**src/rtl/game_pkg.sv**
```systemverilog
// Shared game definitions: grid defaults, packed position layout and the
// RNG sampler FSM state encodings.
package game_pkg;

    localparam int unsigned GRID_W_DEF = 12;
    localparam int unsigned GRID_H_DEF = 10;
    localparam int unsigned POS_W      = 8;

    typedef struct packed {
        logic [3:0] y;
        logic [3:0] x;
    } pos_t;

    typedef enum logic [2:0] {
        S_IDLE      = 3'd0,
        S_ARM       = 3'd1,
        S_FIRE      = 3'd2,
        S_WAIT_LOW  = 3'd3,
        S_WAIT_HIGH = 3'd4,
        S_CHECK     = 3'd5,
        S_PUSH      = 3'd6
    } state_e;

    // Widened compare so a 16-wide/16-high grid accepts every nibble.
    function automatic logic in_grid(pos_t p, int unsigned w, int unsigned h);
        return ({1'b0, p.x} < 5'(w)) && ({1'b0, p.y} < 5'(h));
    endfunction

endpackage

```
**src/rtl/pos_fifo.sv**
```systemverilog
// Synchronous circular FIFO for accepted grid positions; head, valid, empty,
// full and count are all registered, head reads 0 while empty.
module pos_fifo #(
    parameter int unsigned WIDTH = 8,
    parameter int unsigned DEPTH = 4
) (
    input  logic             clk,
    input  logic             rst_n,
    input  logic             push_i,
    input  logic [WIDTH-1:0] wdata_i,
    input  logic             pop_i,
    output logic [WIDTH-1:0] head_o,
    output logic             valid_o,
    output logic             empty_o,
    output logic             full_o,
    output logic [3:0]       count_o
);

    localparam int unsigned PTR_W = (DEPTH > 1) ? $clog2(DEPTH) : 1;

    logic [WIDTH-1:0] mem_q [DEPTH];
    logic [PTR_W-1:0] rd_q, rd_d, wr_q, wr_d;
    logic [3:0]       cnt_q, cnt_d;
    logic [WIDTH-1:0] head_q, head_d;
    logic             valid_q, empty_q, full_q;
    logic             do_push, do_pop;

    always_comb begin
        do_pop  = pop_i && valid_q;
        do_push = push_i && (!full_q || do_pop);
        rd_d    = do_pop  ? rd_q + PTR_W'(1) : rd_q;
        wr_d    = do_push ? wr_q + PTR_W'(1) : wr_q;
        cnt_d   = cnt_q;
        if (do_push && !do_pop) begin
            cnt_d = cnt_q + 4'd1;
        end else if (do_pop && !do_push) begin
            cnt_d = cnt_q - 4'd1;
        end
        // A slot written this cycle at the new read pointer becomes the head.
        if (cnt_d == 4'd0) begin
            head_d = '0;
        end else if (do_push && (wr_q == rd_d)) begin
            head_d = wdata_i;
        end else begin
            head_d = mem_q[rd_d];
        end
    end

    always_ff @(posedge clk) begin
        if (do_push) begin
            mem_q[wr_q] <= wdata_i;
        end
    end

    always_ff @(posedge clk) begin
        if (!rst_n) begin
            rd_q    <= '0;
            wr_q    <= '0;
            cnt_q   <= '0;
            head_q  <= '0;
            valid_q <= 1'b0;
            empty_q <= 1'b1;
            full_q  <= 1'b0;
        end else begin
            rd_q    <= rd_d;
            wr_q    <= wr_d;
            cnt_q   <= cnt_d;
            head_q  <= head_d;
            valid_q <= (cnt_d != 4'd0);
            empty_q <= (cnt_d == 4'd0);
            full_q  <= (cnt_d == 4'(DEPTH));
        end
    end

    assign head_o  = head_q;
    assign valid_o = valid_q;
    assign empty_o = empty_q;
    assign full_o  = full_q;
    assign count_o = cnt_q;

endmodule

```
**src/rtl/rng_sampler.sv**
```systemverilog
// RNG requester: triggers the generator, rejection-samples bytes onto the grid
// and queues positions. Define RNG_SAMPLER_DEDUP_EN to reject repeat pushes.
module rng_sampler
    import game_pkg::*;
#(
    parameter int unsigned GRID_W     = GRID_W_DEF,
    parameter int unsigned GRID_H     = GRID_H_DEF,
    parameter int unsigned FIFO_DEPTH = 4,
    parameter int unsigned TIMEOUT    = 15
) (
    input  logic       clk,
    input  logic       rst_n,
    input  logic       enable,
    input  logic       rng_ready,
    input  logic [7:0] rng_num,
    output logic       rng_trigger,
    output logic       pos_valid,
    output logic [3:0] pos_x,
    output logic [3:0] pos_y,
    input  logic       pos_ack,
    output logic [3:0] fifo_count,
    output logic       timeout_err
);

    state_e     state_q;
    logic       trig_q;
    logic [3:0] tmo_q;
    logic [3:0] tmo_inc;
    logic       tmo_hit;
    pos_t       num_q;
    logic       err_q;
    logic       sample_ok;
    logic       fifo_push;
    logic       fifo_empty;
    logic       fifo_full;
    logic       pop_eff;
    pos_t       head;

`ifdef RNG_SAMPLER_DEDUP_EN
    pos_t       last_q;
`endif

    always_comb begin
        sample_ok = in_grid(num_q, GRID_W, GRID_H);
`ifdef RNG_SAMPLER_DEDUP_EN
        sample_ok = sample_ok && (num_q != last_q);
`endif
        tmo_inc   = tmo_q + 4'd1;
        tmo_hit   = (tmo_inc == 4'(TIMEOUT));
        pop_eff   = pos_ack && !fifo_empty;
        fifo_push = (state_q == S_PUSH);
    end

    // Request FSM; rng_trigger is registered and high only while in ARM.
    always_ff @(posedge clk) begin
        if (!rst_n) begin
            state_q <= S_IDLE;
            trig_q  <= 1'b0;
            tmo_q   <= '0;
            num_q   <= '0;
            err_q   <= 1'b0;
`ifdef RNG_SAMPLER_DEDUP_EN
            last_q  <= 8'hFF;
`endif
        end else begin
            trig_q <= 1'b0;
            case (state_q)
                S_IDLE: begin
                    if (enable && (!fifo_full || pop_eff)) begin
                        state_q <= S_ARM;
                        trig_q  <= 1'b1;
                    end
                end
                S_ARM: begin
                    state_q <= S_FIRE;
                end
                S_FIRE: begin
                    tmo_q   <= '0;
                    state_q <= S_WAIT_LOW;
                end
                S_WAIT_LOW: begin
                    if (!rng_ready) begin
                        state_q <= S_WAIT_HIGH;
                    end else begin
                        tmo_q <= tmo_inc;
                        if (tmo_hit) begin
                            err_q   <= 1'b1;
                            state_q <= S_IDLE;
                        end
                    end
                end
                S_WAIT_HIGH: begin
                    if (rng_ready) begin
                        num_q   <= pos_t'(rng_num);
                        state_q <= S_CHECK;
                    end else begin
                        tmo_q <= tmo_inc;
                        if (tmo_hit) begin
                            err_q   <= 1'b1;
                            state_q <= S_IDLE;
                        end
                    end
                end
                S_CHECK: begin
                    if (sample_ok) begin
                        state_q <= S_PUSH;
                    end else begin
                        state_q <= S_ARM;
                        trig_q  <= 1'b1;
                    end
                end
                S_PUSH: begin
`ifdef RNG_SAMPLER_DEDUP_EN
                    last_q  <= num_q;
`endif
                    state_q <= S_IDLE;
                end
                default: begin
                    state_q <= S_IDLE;
                end
            endcase
        end
    end

    pos_fifo #(
        .WIDTH (POS_W),
        .DEPTH (FIFO_DEPTH)
    ) u_fifo (
        .clk     (clk),
        .rst_n   (rst_n),
        .push_i  (fifo_push),
        .wdata_i (num_q),
        .pop_i   (pos_ack),
        .head_o  (head),
        .valid_o (pos_valid),
        .empty_o (fifo_empty),
        .full_o  (fifo_full),
        .count_o (fifo_count)
    );

    assign rng_trigger = trig_q;
    assign pos_x       = head.x;
    assign pos_y       = head.y;
    assign timeout_err = err_q;

endmodule

```
**config.mk**
```make
export PLATFORM = sky130hd
export DESIGN_NAME = rng_sampler
export DESIGN_NICKNAME = d
export VERILOG_FILES = /design/src/rtl/game_pkg.sv /design/src/rtl/pos_fifo.sv /design/src/rtl/rng_sampler.sv
export SDC_FILE = /design/constraint.sdc
export NUM_CORES = 1
export LEC_CHECK = 0
export ABC_AREA = 1
export CAP_MARGIN = 20
export CORE_MARGIN = 1.5
export CORE_UTILIZATION = 25
export DETAILED_ROUTE_END_ITERATION = 16
export RECOVER_POWER = 50
export SLEW_MARGIN = 25
export SYNTH_ARGS = -nofsm -noshare
export SYNTH_HDL_FRONTEND = slang
export SYNTH_SLANG_ARGS = --single-unit
```
**constraint.sdc**
```tcl
create_clock -name clk -period 1.5 [get_ports clk]
set_input_delay 0.3 -clock clk [delete_from_list [all_inputs] [get_ports clk]]
set_output_delay 0.3 -clock clk [all_outputs]
set_load 0.05 [all_outputs]
```
---- Word level (Yosys, flattened, before mapping) ----
Memories as Yosys holds them, arrays and structs flattened. A register that Yosys moved wholly into a read port is not among the register bits.
Index checks and enable logic that the tools add are counted.
storage, ports and cells
  bits in registers ....................... 28
  memories kept ........................... 1
  word-level logic and storage cells ...... 75
  input port bits ......................... 13
  bits in writable memories ............... 32
  output and inout port bits .............. 15
memories
  name          words  bits a word  rd ports  clocked after Yosys merged registers in  write ports  RTL line        text
  u_fifo.mem_q  4      8            1         1                                        1            pos_fifo.sv:21  logic [WIDTH-1:0] mem_q [DEPTH];
cells by class
  $lt $le $gt $ge ......................... 2
  eq/ne operators ......................... 11
  add/sub/neg operators ................... 5
  mux-type cells .......................... 21
  bitwise operators ....................... 1
  reductions and logical operators ........ 22
operator list
  kind                                                                   count
  3-bit one-hot mux with 6 select lines                                  1
  4-bit two-way mux                                                      4
  3-bit two-way mux                                                      5
  4-bit one-hot mux with 3 select lines                                  1
  3-bit equality test, second input constant                             3
  4-bit by 1-bit adder with 4-bit output, second input constant          2
  4-bit < comparator, second input constant                              2
  1-bit logical AND                                                      7
  1-bit two-way mux                                                      7
  3-bit by 2-bit equality test with 1-bit output, second input constant  2
  2-bit inequality test, second input constant                           3
  3-bit AND reduction                                                    2
  2-bit by 1-bit adder with 2-bit output, second input constant          2
  4-bit by 3-bit equality test with 1-bit output, second input constant  1
  4-bit equality test, second input constant                             1
  1-bit zero test                                                        4
  4-bit zero test                                                        1
  1-bit one-hot mux with 2 select lines                                  2
  4-bit nonzero test                                                     1
  4-bit by 1-bit subtractor with 4-bit output, second input constant     1
  3-bit by 1-bit equality test with 1-bit output, second input constant  1
  3-bit zero test                                                        1
  3-bit nonzero test                                                     1
  1-bit logical OR                                                       2
  5 further kinds                                                        5

---- Logic depth before layout (Yosys ltp) ----
Gate-level depths: netlist (run 1).
  word-level depth ........................ 9
  mapped depth ............................ 13
  depth with buffers taken out ............ 12

---- By module ----
Synthesis (run 1) repeated with hierarchy kept, for this count alone.
second synthesis, totals
  cells, all modules ...................... 402
  area total of the unflattened synthesis .. 3,362.0 µm²
modules (own cells, without submodules)
  module       seq. area each (µm²)  cells each  area an instance (µm²)  times used
  pos_fifo     1,341.3               264         2,409.8                 1
  rng_sampler  340.3                 138         952.2                   1

---- Worst setup path after synthesis (run 1) ----
No wires, ideal clock.
  kind .................................... reg-to-reg
  start ................................... reg u_fifo.cnt_q[0] (netlist: u_fifo.count_o[0])
  end ..................................... reg u_fifo.head_q[0] (netlist: u_fifo.head_o[0]), read port of u_fifo.mem_q
  path buffers ............................ 0
  period minus slack after synthesis ...... 1.894 ns
  required time ........................... 1.383 ns
  data arrival time ....................... 1.777 ns
  library setup time ...................... 0.117 ns
  cell stages (with the launch flop) ...... 10
  path slack .............................. -0.394 ns
  path through ............................ dfxtp_1 > inv_1 > ha_1 > xor2_1 > nand2_1 > nand2_1 > a21oi_1 > nand3_1 > nand2_2 > nor2_1
on the way
  cells in the longest elaborated chain, start to end .. 5
  elaborated cells between the ends (all ways) .. 6
  classes of those cells .................. add/sub: 2; mux: 2; reduce/logical: 2
ends and longest elaborated chain
  what                                         RTL line        text
  start, declared                              pos_fifo.sv:23  logic [3:0] cnt_q, cnt_d;
  start signal, assigned                       pos_fifo.sv:67  cnt_q <= cnt_d;
  4-bit by 1-bit subtractor with 4-bit output  pos_fifo.sv:37  cnt_d = cnt_q - 4'd1;
  4-bit two-way mux                            pos_fifo.sv:36  end else if (do_pop && !do_push) begin
  4-bit two-way mux *                          pos_fifo.sv:34  if (do_push && !do_pop) begin
  4-bit zero test *                            pos_fifo.sv:40  if (cnt_d == 4'd0) begin
  2-bit OR reduction (no source line) *        --
  end, declared                                pos_fifo.sv:24  logic [WIDTH-1:0] head_q, head_d;
Mark *: on every way between the ends. The rest lies on a longest branch, timed or not.
A chain may end at the register's enable or synchronous reset.

---- Worst setup path after layout (run 1) ----
  start ................................... reg state_q[2]
  end ..................................... reg u_fifo.head_q[2] (netlist: u_fifo.head_o[2]), read port of u_fifo.mem_q
on the way
  cells in the longest elaborated chain, start to end .. 8
  elaborated cells between the ends (all ways) .. 9
  classes of those cells .................. eq/ne: 1; mux: 2; reduce/logical: 6
ends and longest elaborated chain
  what                                   RTL line           text
  start, declared                        rng_sampler.sv:25  state_e state_q;
  start signal, assigned                 rng_sampler.sv:57  state_q <= S_IDLE;
  start signal, assigned                 rng_sampler.sv:70  state_q <= S_ARM;
  start signal, assigned                 rng_sampler.sv:75  state_q <= S_FIRE;
  3-bit equality test *                  rng_sampler.sv:51  fifo_push = (state_q == S_PUSH);
  1-bit logical AND *                    pos_fifo.sv:30     do_push = push_i && (!full_q || do_pop);
  1-bit zero test                        pos_fifo.sv:36
  1-bit logical AND                      pos_fifo.sv:36
  4-bit two-way mux                      pos_fifo.sv:36
  4-bit two-way mux *                    pos_fifo.sv:34
  4-bit zero test *                      pos_fifo.sv:40
  2-bit OR reduction (no source line) *  --
Marked as above.

==> results of run 1 <==
## synth_stat cells (2+ instances only)
cell type / instances / area share
o21ai_0: 10 / 0.016
a21oi_1: 18 / 0.028
buf_2: 4 / 0.0062
dfxtp_1: 36 / 0.22
nand2_4: 5 / 0.018
nor2_1: 24 / 0.028
a31oi_1: 3 / 0.0059
inv_1: 50 / 0.059
clkbuf_1: 3 / 0.0035
edfxtp_1: 32 / 0.30
nand3b_1: 17 / 0.040
ha_1: 8 / 0.031
nand4_1: 2 / 0.0039
or2_2: 3 / 0.0059
nand2_2: 8 / 0.016
nand3_1: 47 / 0.073
xor2_1: 3 / 0.0082
inv_2: 2 / 0.0023
o21ai_1: 2 / 0.0031
o21ai_2: 2 / 0.0055
nand2_1: 78 / 0.091
## path summary, 6_finish.rpt
kind                            cells past startpoint                    start                          end  slack (ps)
worst max-delay path                                9  state_q[2]$_SDFFE_PN0P_  u_fifo.head_o[2]$_SDFF_PP0_         -40
worst min-delay path                                2    num_q[3]$_SDFFE_PN0P_        num_q[3]$_SDFFE_PN0P_         460
worst max register to register                      9  state_q[2]$_SDFFE_PN0P_  u_fifo.head_o[2]$_SDFF_PP0_         -40
worst min register to register                      2    num_q[3]$_SDFFE_PN0P_        num_q[3]$_SDFFE_PN0P_         460
## worst max-delay path, stage by stage (launching register included)
cell     delay (ps)
dfxtp_2         350
nand2_2          80
nor2_4          190
nand3_4         160
nand3_4         130
nand2_4          60
nor2_4          140
nand3_4         120
nand2_4         130
nor2_1           50
## layout make-up
type / count / share of cell area
Clock buffer: 10 / 0.0482
Clock inverter: 6 / 0.0187
Inverter: 53 / 0.0424
Multi-Input combinational cell: 240 / 0.310
Sequential cell: 68 / 0.358
Tap cell: 172 / 0.0453
Timing Repair Buffer: 81 / 0.177
## power by group
part	total, mW	switching (mW)	leakage, nW	internal [mW]
clock network	2.23	0.773	0.149	1.45
registers	2.42	0.232	0.557	2.19
logic	2.99	1.63	1.28	1.35
total	7.64	2.64	1.99	5.00
## what timing repair did
action                     in CTS  in global routing
resized for setup              20                 28
setup endpoints to repair      44                 36
setup buffers                   2                  4
gates cloned                    1                  1
pin swaps                       3                  4
## per-layer routing
layer,global-route usage,wire length (um),vias up
li1,-,-,1382
met1,0.141,3230,1242
met2,0.205,3750,55
met3,0.0462,414,6
met4,0.0358,69,0
met5,0,0,-
## per-stage QoR
step / power, mW / instance area, um2 / hold slack [ps]
5_1_grt: 8.06 / 4750 / 492
3_5_place_dp: 5.08 / 4200 / 453
3_3_place_gp: 5.04 / 4200 / 451
4_1_cts: 7.58 / 4610 / 462
6_report: 7.64 / 4750 / 461
2_1_floorplan: 3.82 / 3230 / 450
## flip-flops by register name, summed over array words and instances (netlist names), 2 cells and up
register / count
u_fifo.rd_q: 2
u_fifo.head_o: 8
num_q: 8
u_fifo.mem_q: 32
u_fifo.count_o: 4
state_q: 3
tmo_q: 4
u_fifo.wr_q: 2
## cells in the final DEF, fill, tap and decap left out, types with 9 or more instances in the layout
cell type and instances:
nand2_1 72, inv_1 48, buf_4 44, nand3_1 41
edfxtp_1 32, dfxtp_1 29, nand3b_1 17, a21oi_1 16
nor2_1 16, buf_12 16, nand2_4 11, clkdlybuf4s50_1 11
nand2_2 9, clkbuf_16 9
## kinds of logic (layout without fill, tap and decap cells)
family,Yosys count,count (layout),synth area share
and+or+nand+nor,189,190,0.292
DFF,68,68,0.524
buffers and inverters,61,150,0.0761
AOI/OAI and AO/OA,37,38,0.0656
adders and majority gates,8,8,0.0312
xor gates and xnor gates,4,4,0.0109
==> impl_metrics.ini, run 1 <==
[routing]
vias = 2685
detail-route-antenna-nets = 0
via_per_inst = 4.26
drt-initial-drc-count = 111
wl_per_cell_um = 11.9
drt_wl_total_mm = 7.47
route.detailed.drc = 0
firstDrtPassIters = 4

[cts]
cts_made_buffers = 9
clockBufferDepth = 2
htreeDepth = 3
cts-root-buf = clkbuf_16
cts_tree = done
clock-sinks = 68
clkTransAtPathRegs_ps = 60
cts_hold_buf = 0
insertion_delay_ps = 330

[timing]
period_share = 1.03
finalMaxSlewViolations = 0
setup_ws_ps = -38.1
finalSetupTns_ps = -308
rsz0062_at_grt = yes
fin_crit_ps = 1540
clock_skew_ps = 5.57
finalSetupViolCount = 10
worst_slew_pin_slew_ps = 369
hold_viol_final = 0
fmaxAchievable_mhz = 650
max_slew_margin = 0.752

[die]
dieArea_mm2 = 0.0135
row_count = 41
io_pins = 28
core_mm2 = 0.0126
die_height_um = 116
initial_core_util = 0.255
die_x_um = 116

[pwr]
power.leakage_nw = 1.99
ir_worst_vdd_v = 0.000674
p_per_area_mw_per_mm2 = 1610

[finish]
final_cells = 630
register_area_mm2 = 0.00170
multi_input_area_mm2 = 0.00147
drive_gt1_frac = 0.303
area_delta_synth_final_pct = 48.0
layout.nets = 474
diodes = 0
fin_util = 0.378
fill_cells = 1252

[synthesis]
synth_fp_nets = 388
synth_area_per_cell_um2 = 8.74
synth_flop_cell = dfxtp_1
synth_warnings = 0
synth_seq_cells = 68
synth.distinct_cells = 31
synth_edf_count = 32
netlist_area_mm2 = 0.00321
yosysSeqAreaShare = 0.524
synthCells = 367
async_flop_share = 0

[critical_path]
crit_fanout = 6
critPathRequiredTime_ps = 1720
start_kind = flip-flop
cp.arrival_ps = 1760
critical_path_class = flip-flop to flip-flop
worst_setup_path_end_kind = flip-flop

[worst_hold_path]
hp-class = flip-flop to flip-flop

[global_route]
grt_pass1_vias = 2604
grt_antenna_before_repair = 0
grt_first_pass_wirelength_mm = 12.2
grt_max_degree = 13
grtUsageTotal = 0.120
overflow = 0

[placement]
dp_cells = 606
globalplace.congestion = 0.824
pre_cts_slack_ps = -557
port_buffers = 27
dp_hpwl_mm = 5.42

[status]
status = complete, but fails checks
failed_checks = setup timing

[job]
maxCapViolCount = 0
Power figures use the tool's default switching activity.
==> run 2, diff against run 1 <==
--- a/config.mk
+++ b/config.mk
@@ -9,6 +9,7 @@
 export CAP_MARGIN = 20
 export CORE_MARGIN = 1.5
 export CORE_UTILIZATION = 25
+export CTS_CLUSTER_DIAMETER = 30
 export DETAILED_ROUTE_END_ITERATION = 16
 export RECOVER_POWER = 50
 export SLEW_MARGIN = 25
==> results of run 2 <==
The final DEF is identical to that of run 1; final timing and power are the same.
